$ cat src/rtl/seq_detect_pkg.sv
// Shared elaboration-time helpers for the Mealy serial pattern detector.
// Nothing in here becomes runtime logic; it only shapes constants and widths.
package seq_detect_pkg;

  // Width of a state register able to hold 0..n-1, never less than one bit.
  function automatic int clog2_min1(input int n);
    int r;
    r = 0;
    while ((1 << r) < n) r++;
    return (r < 1) ? 1 : r;
  endfunction

  function automatic logic pat_bit(input logic [15:0] pattern, input int idx);
    logic [15:0] sh;
    sh = pattern >> idx;
    return sh[0];
  endfunction

  // Next state after k matched bits followed by bit b: the longest pattern
  // prefix (shorter than the full pattern) that ends the string seen so far.
  // A full match therefore lands on the pattern's own failure length.
  function automatic int fail_len(input logic [15:0] pattern, input int width,
                                  input int k, input logic b);
    int   n;
    int   best;
    logic ok;
    logic sb;
    n    = k + 1;
    best = 0;
    for (int len = 1; len < width; len++) begin
      if (len <= n) begin
        ok = 1'b1;
        for (int i = 0; i < len; i++) begin
          sb = ((n - len + i) == k) ? b : pat_bit(pattern, width - 1 - (n - len + i));
          if (sb != pat_bit(pattern, width - 1 - i)) ok = 1'b0;
        end
        if (ok) best = len;
      end
    end
    return best;
  endfunction

endpackage

$ cat src/rtl/seq_detect_mealy.sv
// Parametrised Mealy detector for a PAT_W-bit pattern received MSB first,
// with optional overlapping matches and a saturating match counter.
//
// state | meaning
// k     | the k leading pattern bits have been matched (0..PAT_W-1)
// other | unreachable; treated as 0 if ever entered
module seq_detect_mealy
  import seq_detect_pkg::*;
#(
  parameter int               PAT_W   = 4,
  parameter logic [PAT_W-1:0] PATTERN = 4'b1011,
  parameter bit               OVERLAP = 1'b1,
  parameter int               CNT_W   = 8,
  localparam int              ST_W    = clog2_min1(PAT_W)
) (
  input  logic             clk,
  input  logic             n_rst,
  input  logic             clr,
  input  logic             din_vld,
  input  logic             din,
  output logic             dout,
  output logic [CNT_W-1:0] match_cnt,
  output logic [ST_W-1:0]  c_state,
  output logic [ST_W-1:0]  n_state
);

  // Transition table indexed by {state, bit}, fully resolved at elaboration.
  logic [ST_W-1:0] nxt_tbl [2*PAT_W];

  for (genvar k = 0; k < PAT_W; k++) begin : g_k
    for (genvar b = 0; b < 2; b++) begin : g_b
      localparam bit IS_MATCH = (k == PAT_W - 1) && (b == int'(PATTERN[0]));
      localparam int NXT = (IS_MATCH && !OVERLAP) ? 0
                         : fail_len(16'(PATTERN), PAT_W, k, 1'(b));
      assign nxt_tbl[2*k + b] = ST_W'(NXT);
    end
  end

  always_comb begin
    n_state = c_state;
    dout    = 1'b0;
    if (clr) begin
      n_state = '0;
    end else if (din_vld) begin
      if (int'(c_state) < PAT_W) begin
        n_state = nxt_tbl[{c_state, din}];
        dout    = (int'(c_state) == PAT_W - 1) && (din == PATTERN[0]);
      end else begin
        n_state = '0;
      end
    end
  end

  always_ff @(posedge clk or negedge n_rst) begin
    if (!n_rst) begin
      c_state   <= '0;
      match_cnt <= '0;
    end else begin
      c_state <= n_state;
      if (clr) begin
        match_cnt <= '0;
      end else if (dout && (match_cnt != '1)) begin
        match_cnt <= match_cnt + 1'b1;
      end
    end
  end

endmodule

$ cat config.mk
export PLATFORM = sky130hd
export DESIGN_NAME = seq_detect_mealy
export DESIGN_NICKNAME = d
export VERILOG_FILES = /design/src/rtl/seq_detect_pkg.sv /design/src/rtl/seq_detect_mealy.sv
export SDC_FILE = /design/constraint.sdc
export NUM_CORES = 1
export LEC_CHECK = 0
export ABC_AREA = 0
export CAP_MARGIN = 20
export CORE_UTILIZATION = 44
export DETAILED_ROUTE_END_ITERATION = 10
export PLACE_DENSITY = 0.76
export SLEW_MARGIN = 20
export SYNTH_ARGS = -nofsm -noshare
export SYNTH_HDL_FRONTEND = slang
export SYNTH_SLANG_ARGS = --single-unit
$ cat constraint.sdc
create_clock -name clk -period 2.1 [get_ports clk]
set_clock_uncertainty 0.15 [all_clocks]
set_input_delay 0.42 -clock clk [delete_from_list [all_inputs] [get_ports clk]]
set_output_delay 0.42 -clock clk [all_outputs]
set_load 0.01 [all_outputs]
==> impl_results.md <==
- Worst setup SP type: input port
- CTS root buf: clkbuf_4
- Die Y: approximately 39 um
- Post-Syn Area: 599.3 um^2
- CP Cell Sequence: dlygate4sd2_1, inv_1, ha_1, nand2_1, a21oi_1, nor2_1, buf_2
- Crit Path Class: input port to output port
- Crit path capture type: output port
- All-layer global routing usage: 0.2352
- Count of different cell masters after synthesis: 27
- TritonRoute pass-1 iters: 4
- HP Class: input port to asynchronous set/reset pin
- RSZ-0062 raised after global routing: false
- Clock transition at the registers of the reported paths: ~0.07 ns
- Slowest cell on crit path: ha_1
- Placed Area: 843.3 um^2
- Clock Latency Late Sink: 0.27 ns
- NumNets Final: 94
- Max-slew violations: 0
- H-tree levels: 1
- Row Count: 12
- Share of the synthesized area in the top cell type: 0.4175
- Max-cap violations: 0
- Post-synthesis net count: 64
- Final Cycle Share: 0.9140
- DR vias: between 500 and 600
- Worst-Margin Slew: 0.4916 ns
- HPWL after detailed placement: around 960 um
- Design area: 873.3 um^2
- GP Congestion: 0.8007
- Crit path max fanout: 2
- GRT overflow: 0
- Yosys reg bits: 10
- Final WL: 1330 um
- First-pass GRT wire length: 2332 um
- Hold_buf cts: 0
- Endpoints failing hold: 0
- Power Density: 475.2 nW/um^2
- Status: complete, no violations
- Final core occ: 0.7363
- Final min period: around 1.9 ns
- Slew margin rel.: 0.6712
- Largest cells by area after synthesis: dfrtp_1, nand2_1, a2111oi_4
- Vias in the first global route: approximately 510
- Core ar.: 1186 um^2
- Port buffer count: 17
- Antenna violations before repair: 0
- Worst EP arrival: 1.35 ns
- WP data required: roughly 1.5 ns
- Crit path launch: din
- Fmax: 0.5210 GHz
- Leading cell type in the layout, fill and taps excluded: clkdlybuf4s50_1
- Reg-to-Reg Start: match_cnt[0]
- Clock buffer depth: 2
- Setup-failing EPs final: 0
- Vias/cell: 5.470
- Initial DRC Count: 11
- Ys Warns: 0
- Lkg Pwr: 0.4040 nW
- Most frequent cells in the layout: clkdlybuf4s50_1, dfrtp_1, buf_4
- Die Area: 1514 um^2
- # diodes: 0
- CP max stage delay: 0.27 ns
- CTS Buf Count: 3
- Worst ir drop on vdd: 293.5 uV
- Area Overhead vs Synth: 45.72%
- # DRC: 0
- Initial Util: 0.5053
- Routed WL per cell: 13.30 um
- Layout cells sized above 1: 0.2442
- Post-synthesis sequential area ratio: 0.4175
- Clock Sinks: 10
- Post-Syn Area per Cell: around 11 um^2
- Post-synthesis cell count: 57
- Overall die width: 38.91 um
- Leading area contributor after synthesis: dfrtp_1
- Boundary Pins: 18
- Total power: 0.4150 mW
- Largest net degree at the start of global routing: 11
- Final ANT Viol Nets: 0
- CTS tree: yes
- Post-route setup TNS: 0 ns
==> sequential cells by signal (all words and copies together) (netlist names) <==
name and flops:
c_state 2, match_cnt 8
==> where the power goes <==
part | switching [mW] | total [mW] | leakage, nW | internal (mW)
registers | 0.00144 | 0.195 | 0.139 | 0.194
clock network | 0.0747 | 0.180 | 0.0210 | 0.105
logic | 0.0202 | 0.0395 | 0.244 | 0.0194
==> timing repair <==
| action | 4_1_cts | 5_1_grt |
|---|---|---|
| resized for setup | 11 | 2 |
| setup endpoints to repair | 3 | 2 |
| setup buffers | 1 | 0 |
| pin swaps | 1 | 0 |
==> synthesized netlist by cell type <==
| cell type | count |
|---|---|
| and4_4 | 1 |
| dfrtp_1 | 10 |
| and3_1 | 1 |
| nand4_1 | 1 |
| nor2b_1 | 3 |
| nand2_1 | 8 |
| o41ai_1 | 1 |
| buf_1 | 1 |
| nand3_1 | 3 |
| nor3b_1 | 1 |
| inv_1 | 2 |
| xnor2_1 | 1 |
| a21oi_1 | 2 |
| nand4_4 | 1 |
| a311oi_1 | 1 |
| mux2i_1 | 2 |
| nor2_4 | 1 |
| o311ai_0 | 3 |
| a2111oi_4 | 1 |
| mux2_1 | 1 |
| ha_1 | 2 |
| nor2_1 | 5 |
| and4_1 | 1 |
| a21boi_0 | 1 |
| mux2_4 | 1 |
| o2111ai_1 | 1 |
| o21ai_0 | 1 |
==> critical path: cells and delay by family <==
kind / cells / cell delay (ns)
compound gates: 1 / 0.06
fa+ha+maj: 1 / 0.27
buf+inv: 3 / 0.41
simple gates: 2 / 0.19
==> worst paths after layout <==
path,endpoint,slack (ns),depth (start not counted)
setup / recovery,n_state[1],0.18,7
hold reg to reg,match_cnt[0],0.41,1
hold / removal,match_cnt[6],0.33,1
setup reg to reg,match_cnt[7],0.28,5
max in group asynchronous,c_state[0],1.14,1
min in group clk,match_cnt[0],0.41,1
==> through the flow <==
stage,std cells,setup slack [ns],hold slack [ns]
3_5_place_dp,95,-0.4779,0.4074
4_1_cts,100,0.005791,0.3326
5_1_grt,100,0.07308,0.3725
2_1_floorplan,57,0.4009,-0.02559
3_3_place_gp,95,-0.4709,0.3957
6_report,100,0.1806,0.3253
==> routing by layer <==
layer / track usage / routed length, um
met3: 0.05202 / 71
met1: 0.3370 / 626
met4: 0.1293 / 10
met5: 0 / 0
met2: 0.3208 / 622
==> layout make-up <==
cell class                 count  area [um^2]
clock buffer                   4        36.28
fill                          89        312.8
inverter                       2        7.507
multi-input combinational     44        337.8
sequential                    10        250.2
tap                           14        17.52
timing repair buffer          26        224.0
==> kinds of logic after synthesis <==
family / Yosys count / synth area share
flops: 10 / 0.4175
xor+xnor: 1 / 0.01462
buf+inv: 3 / 0.01879
simple gates: 26 / 0.2589
mux: 4 / 0.07724
compound gates: 11 / 0.1712
fa+ha+maj: 2 / 0.04175
(Power assumes the default switching activity.)
